--- src/rtl/arbitro_rr4_if.sv ---
// Request/grant bundle between the requesters, the arbiter and the mux consumer.
// master = arbiter side, slave = requester/consumer side.
interface arbitro_rr4_if;
    logic [3:0] REQ;
    logic       ACK;
    logic [1:0] SEL;
    logic       VALID;
    logic [3:0] GNT;
    logic       ERRO;

    modport master (
        input  REQ,
        input  ACK,
        output SEL,
        output VALID,
        output GNT,
        output ERRO
    );

    modport slave (
        output REQ,
        output ACK,
        input  SEL,
        input  VALID,
        input  GNT,
        input  ERRO
    );
endinterface

--- src/rtl/arbitro_rr4.sv ---
// Four-way round-robin arbiter driving the SEL of a 4:1 mux.
// Optional grant timeout built when ARB_TIMEOUT_EN is defined.
module arbitro_rr4 #(
    parameter int p_SEL  = 2,
    parameter int p_TMAX = 15
) (
    input  logic          CLK,
    input  logic          RST,
    arbitro_rr4_if.master bus
);

    if (p_SEL != 2 || p_TMAX < 1 || p_TMAX > 255) begin : g_bad_param
        $error("arbitro_rr4: illegal p_SEL or p_TMAX");
    end

    typedef enum logic {LIVRE, CONCEDE} estado_t;

    estado_t          estado, estado_n;
    logic [p_SEL-1:0] sel_q, sel_n;
    logic [p_SEL-1:0] ultimo, ultimo_n;
    logic [3:0]       gnt_q, gnt_n;
    logic             valid_q, valid_n;
    logic             erro_q, erro_n;
    logic [3:0]       pend;
    logic [1:0]       venc;
    logic             tout;

`ifdef ARB_TIMEOUT_EN
    localparam logic [7:0] LIM = 8'(p_TMAX - 1);
    logic [7:0] cnt, cnt_n;
`endif

    // First pending index after u, wrapping; u itself is checked last.
    function automatic logic [1:0] pick(
        input logic [3:0] r,
        input logic [1:0] u
    );
        logic [1:0] w;
        logic [1:0] c;
        w = u;
        for (int k = 4; k >= 1; k--) begin
            c = u + 2'(k);
            if (r[c]) w = c;
        end
        return w;
    endfunction

    always_comb begin
        estado_n = estado;
        sel_n    = sel_q;
        gnt_n    = gnt_q;
        valid_n  = valid_q;
        erro_n   = 1'b0;
        ultimo_n = ultimo;
`ifdef ARB_TIMEOUT_EN
        cnt_n    = cnt;
        tout     = (cnt == LIM);
`else
        tout     = 1'b0;
`endif
        // The live requester is masked so an ACK always moves on.
        pend = (estado == CONCEDE) ? (bus.REQ & ~gnt_q) : bus.REQ;
        venc = pick(pend, ultimo);

        unique case (estado)
            LIVRE: begin
                if (|bus.REQ) begin
                    estado_n = CONCEDE;
                    sel_n    = venc;
                    gnt_n    = 4'(1) << venc;
                    valid_n  = 1'b1;
                    ultimo_n = venc;
`ifdef ARB_TIMEOUT_EN
                    cnt_n    = 8'd0;
`endif
                end
            end
            CONCEDE: begin
                if (bus.ACK) begin
                    if (|pend) begin
                        sel_n    = venc;
                        gnt_n    = 4'(1) << venc;
                        ultimo_n = venc;
`ifdef ARB_TIMEOUT_EN
                        cnt_n    = 8'd0;
`endif
                    end else begin
                        estado_n = LIVRE;
                        valid_n  = 1'b0;
                        gnt_n    = 4'd0;
                    end
                end else if (!bus.REQ[sel_q] || tout) begin
                    estado_n = LIVRE;
                    valid_n  = 1'b0;
                    gnt_n    = 4'd0;
                    erro_n   = 1'b1;
                end else begin
`ifdef ARB_TIMEOUT_EN
                    if (cnt != 8'hFF) cnt_n = cnt + 8'd1;
`endif
                end
            end
            default: estado_n = LIVRE;
        endcase
    end

    always_ff @(posedge CLK or posedge RST) begin
        if (RST) begin
            estado  <= LIVRE;
            sel_q   <= '0;
            gnt_q   <= 4'd0;
            valid_q <= 1'b0;
            erro_q  <= 1'b0;
            ultimo  <= 2'd3;
        end else begin
            estado  <= estado_n;
            sel_q   <= sel_n;
            gnt_q   <= gnt_n;
            valid_q <= valid_n;
            erro_q  <= erro_n;
            ultimo  <= ultimo_n;
        end
    end

`ifdef ARB_TIMEOUT_EN
    always_ff @(posedge CLK or posedge RST) begin
        if (RST) cnt <= 8'd0;
        else     cnt <= cnt_n;
    end
`endif

    assign bus.SEL   = sel_q;
    assign bus.GNT   = gnt_q;
    assign bus.VALID = valid_q;
    assign bus.ERRO  = erro_q;

endmodule

--- src/flat_wrapper.sv ---
// flat-port wrapper written by rule: the top's interface ports become plain ports
module arbitro_rr4_flat 
#(
    parameter int p_SEL  = 2,
    parameter int p_TMAX = 15
)
  (CLK, RST, bus_REQ, bus_ACK, bus_SEL, bus_VALID, bus_GNT, bus_ERRO);
  arbitro_rr4_if bus_i ();
  input  logic CLK;
  input  logic RST;
  input wire logic [$bits(bus_i.REQ)-1:0] bus_REQ;
  input wire logic [$bits(bus_i.ACK)-1:0] bus_ACK;
  output wire logic [$bits(bus_i.SEL)-1:0] bus_SEL;
  output wire logic [$bits(bus_i.VALID)-1:0] bus_VALID;
  output wire logic [$bits(bus_i.GNT)-1:0] bus_GNT;
  output wire logic [$bits(bus_i.ERRO)-1:0] bus_ERRO;
  assign bus_i.REQ = bus_REQ;
  assign bus_i.ACK = bus_ACK;
  assign bus_SEL = bus_i.SEL;
  assign bus_VALID = bus_i.VALID;
  assign bus_GNT = bus_i.GNT;
  assign bus_ERRO = bus_i.ERRO;
  arbitro_rr4 #(.p_SEL(p_SEL), .p_TMAX(p_TMAX)) u_core (.CLK(CLK), .RST(RST), .bus(bus_i));
endmodule
--- config.mk ---
export PLATFORM = sky130hd
export DESIGN_NAME = arbitro_rr4_flat
export DESIGN_NICKNAME = d
export VERILOG_FILES = /design/src/rtl/arbitro_rr4_if.sv /design/src/rtl/arbitro_rr4.sv /design/src/flat_wrapper.sv
export SDC_FILE = /design/constraint.sdc
export NUM_CORES = 1
export LEC_CHECK = 0
export CORE_AREA = 2 2 39 41
export CTS_BUF_LIST = sky130_fd_sc_hd__clkbuf_8
export CTS_CLUSTER_DIAMETER = 80
export DETAILED_ROUTE_END_ITERATION = 7
export DIE_AREA = 0 0 41 43
export DONT_BUFFER_PORTS = 1
export SETUP_SLACK_MARGIN = 0.4
export SLEW_MARGIN = 20
export SYNTH_ARGS = -nofsm -noshare
export SYNTH_HDL_FRONTEND = slang
export SYNTH_SLANG_ARGS = --single-unit
--- constraint.sdc ---
create_clock -name CLK -period 2.2 [get_ports CLK]
set_input_delay 0.33 -clock CLK [delete_from_list [all_inputs] [get_ports CLK]]
set_output_delay 0.33 -clock CLK [all_outputs]
set_load 0.03 [all_outputs]
==> metrics <==
Async SR Flop Fraction 100%; remaining antenna violation count 0; DP Wirelength 1.10 mm; setup repair after global routing missed its margin no; drt wl/cell 18.3 um; final instance count without filler cells 78; Die Y 43 um; power density over the cells 1480 nW/um^2; class of the tightest hold or removal check in2reg; CTS HTree Levels 1; number of max-capacitance violations reported 0; Avg Synthesized Cell Area 11.6 sq um; antenna fix cells 0; TritonRoute pass-1 iters 4; cell with the biggest individual delay on the critical path dfrtp_2; Vias 486; period utilisation layout 77.8%; horizontal die dimension 41 um; leading register cell type out of synthesis dfrtp_1; total of endpoints with negative setup slack in the final report 0; Initial DRC Count 4; count of final hold-check violations 0; final worst path period need 1.71 ns; post-synthesis register bit count 11; setup TNS after final layout 0 ns; Post-synth EDFFs 0; maximum clock path buffer count 2; DRC violation count after routing 0; Net count, final 70; endpoint kind of the worst setup timing path register; Setup crit start kind register; Netlist cell types 32; maximum fanout count along the critical path 7; worst stage delay on the critical path 0.46 ns; Area Growth Syn to Fin 15.0%; clock skew after layout 0.00448 ns; count of port buffers added during placement 0; Syn. warnings 0; maximum number of pins on one net before global-route repair 13; peak supply drop 0.000743 V; total design power 1.11 mW; Seq/Total Area, Yosys 42.8%; CP cell instances nand2b_1 > o221ai_2 > o31ai_2 > a21oi_4 > mux2_4; worst setup slack after layout 0.489 ns; Initial Util 46.9%; first-pass GRT wire length 2.29 mm; final number of max-transition violations 0; status completed; static leakage 0.312 nW; pre-CTS WS 0.387 ns; area enclosed by the die boundary 1760 sq um; standard-cell rows 14; clock sink total 11; Crit path required time 2.32 ns; Tot GR Track Use 20.7%; CTS clock-pin slew for the worst setup and hold paths 0.05 ns; vias in the first global route 474; gpl congestion 0.781; setup slack, reg-to-reg 0.49 ns; clock latency on the worst-skew pair 0.24 ns; remaining max-slew budget at the tightest pin 72.1%; Max Freq 584 MHz; area of the mapped netlist 649 sq um; placeable core area 1380 sq um; root buf cell clkbuf_8; overall overflow remaining after global route 0; total placed cells including tap cells 73; worst endpoint data arrival time 1.83 ns; Vias per Instance 6.23; share of cells above drive strength 1 40.3%; Worst Tran Pin Value 0.418 ns; detailed-route wire length 1.43 mm; number of antenna violations at the first check in global routing 0; total I/O pin count 15; CTS tree done; post-synthesis cell count 56; number of buffers created by CTS 3; total nets after synthesis 63; start-to-end type of the worst setup path reg2reg
==> critical path: cells and delay by family, from the launching register on <==
| family | cells | cell delay (ns) |
|---|---|---|
| AO/OA/AOI/OAI | 3 | 0.66 |
| flip-flops | 1 | 0.46 |
| multiplexers | 1 | 0.31 |
| AND/OR/NAND/NOR | 1 | 0.16 |
==> power breakdown <==
group / internal [mW] / switching (mW)
logic: 0.199 / 0.213
registers: 0.307 / 0.188
clock network: 0.124 / 0.0742
==> area by class of cell <==
| cell class | instances | area (sq um) |
|---|---|---|
| clock inverter | 1 | 5.00 |
| inverter | 5 | 18.8 |
| tap | 16 | 20.0 |
| clock buffer | 3 | 41.3 |
| timing repair buffer | 3 | 25.0 |
| sequential | 11 | 284 |
| multi-input combinational | 39 | 353 |
| fill | 131 | 637 |
==> cell usage in the layout (no fill, tap or decap), drive strengths merged, types with 2 or more instances in the layout <==
cell / count
dfstp: 2
a21oi: 3
nor2: 3
dfrtp: 9
nand2b: 2
a21boi: 3
buf: 2
nand2: 2
a32o: 2
o221ai: 2
o21a: 2
clkbuf: 3
o21ai: 5
inv: 5
a21o: 2
==> repair_timing <==
item / CTS / global route
buffers inserted: 0 / 0
endpoints found under the hold margin: 9 / 0
hold buffers: 1 / 0
setup endpoints to repair: 2 / 6
gates resized for setup: 2 / 6
pin swaps: 1 / 0
==> final timing paths <==
kind | startpoint | to | cells past startpoint
worst max register to register | u_core.bus.GNT[2] | u_core.bus.SEL[0] | 5
worst max-delay path | u_core.bus.GNT[2] | u_core.bus.SEL[0] | 5
worst min register to register | u_core.ultimo[0] | u_core.ultimo[0] | 2
max in group asynchronous | RST | u_core.ultimo[0] | 2
worst min-delay path | bus_ACK | u_core.bus.ERRO | 1
min in group asynchronous | RST | u_core.bus.ERRO | 2
==> flip-flops by register name (all words and copies together) (netlist names) <==
| name | cells |
|---|---|
| u_core.ultimo | 2 |
| u_core.bus.ERRO | 1 |
| u_core.estado | 1 |
| u_core.bus.SEL | 2 |
| u_core.bus.GNT | 4 |
| u_core.bus.VALID | 1 |
==> logic make-up (layout without fill, tap and decap cells) <==
group                  count (synthesis)  after routing  share of synthesized area (%)
multiplexers                           3              3                           7.90
flip-flops                            11             11                           42.8
buffers and inverters                  6             12                           4.62
AND/OR/NAND/NOR                        9              9                           9.63
AO/OA/AOI/OAI                         27             27                           35.1
==> through the flow <==
step	util, %	instance area, sq um	hold WS (ns)
2_1_floorplan	-	649	0.181
3_3_place_gp	48.6	673	0.245
3_5_place_dp	48.6	673	0.237
4_1_cts	52.9	732	0.169
5_1_grt	54.0	747	0.161
6_report	54.0	747	0.175
==> synth_stat cells (all sizes together) (2+ instances only) <==
cell type | instances | area share [%]
o21a | 2 | 2.3
nor2 | 3 | 1.7
dfstp | 2 | 8.1
nand2 | 2 | 1.2
dfrtp | 9 | 35
inv | 5 | 2.9
a32o | 2 | 3.1
nand2b | 2 | 1.9
o21ai | 5 | 3.9
a21o | 2 | 2.5
o221ai | 2 | 3.7
a21boi | 3 | 4.6
a21oi | 3 | 2.9
==> layer usage <==
layer | track usage, % | up-vias | part of all wire [%]
met5 | 0 | - | 0
met1 | 29.1 | 243 | 43
met2 | 25.9 | 16 | 47
met4 | 16.0 | 0 | 1.5
met3 | 5.24 | 2 | 7.7
li1 | - | 225 | -
Power figures use the tool's default switching activity.
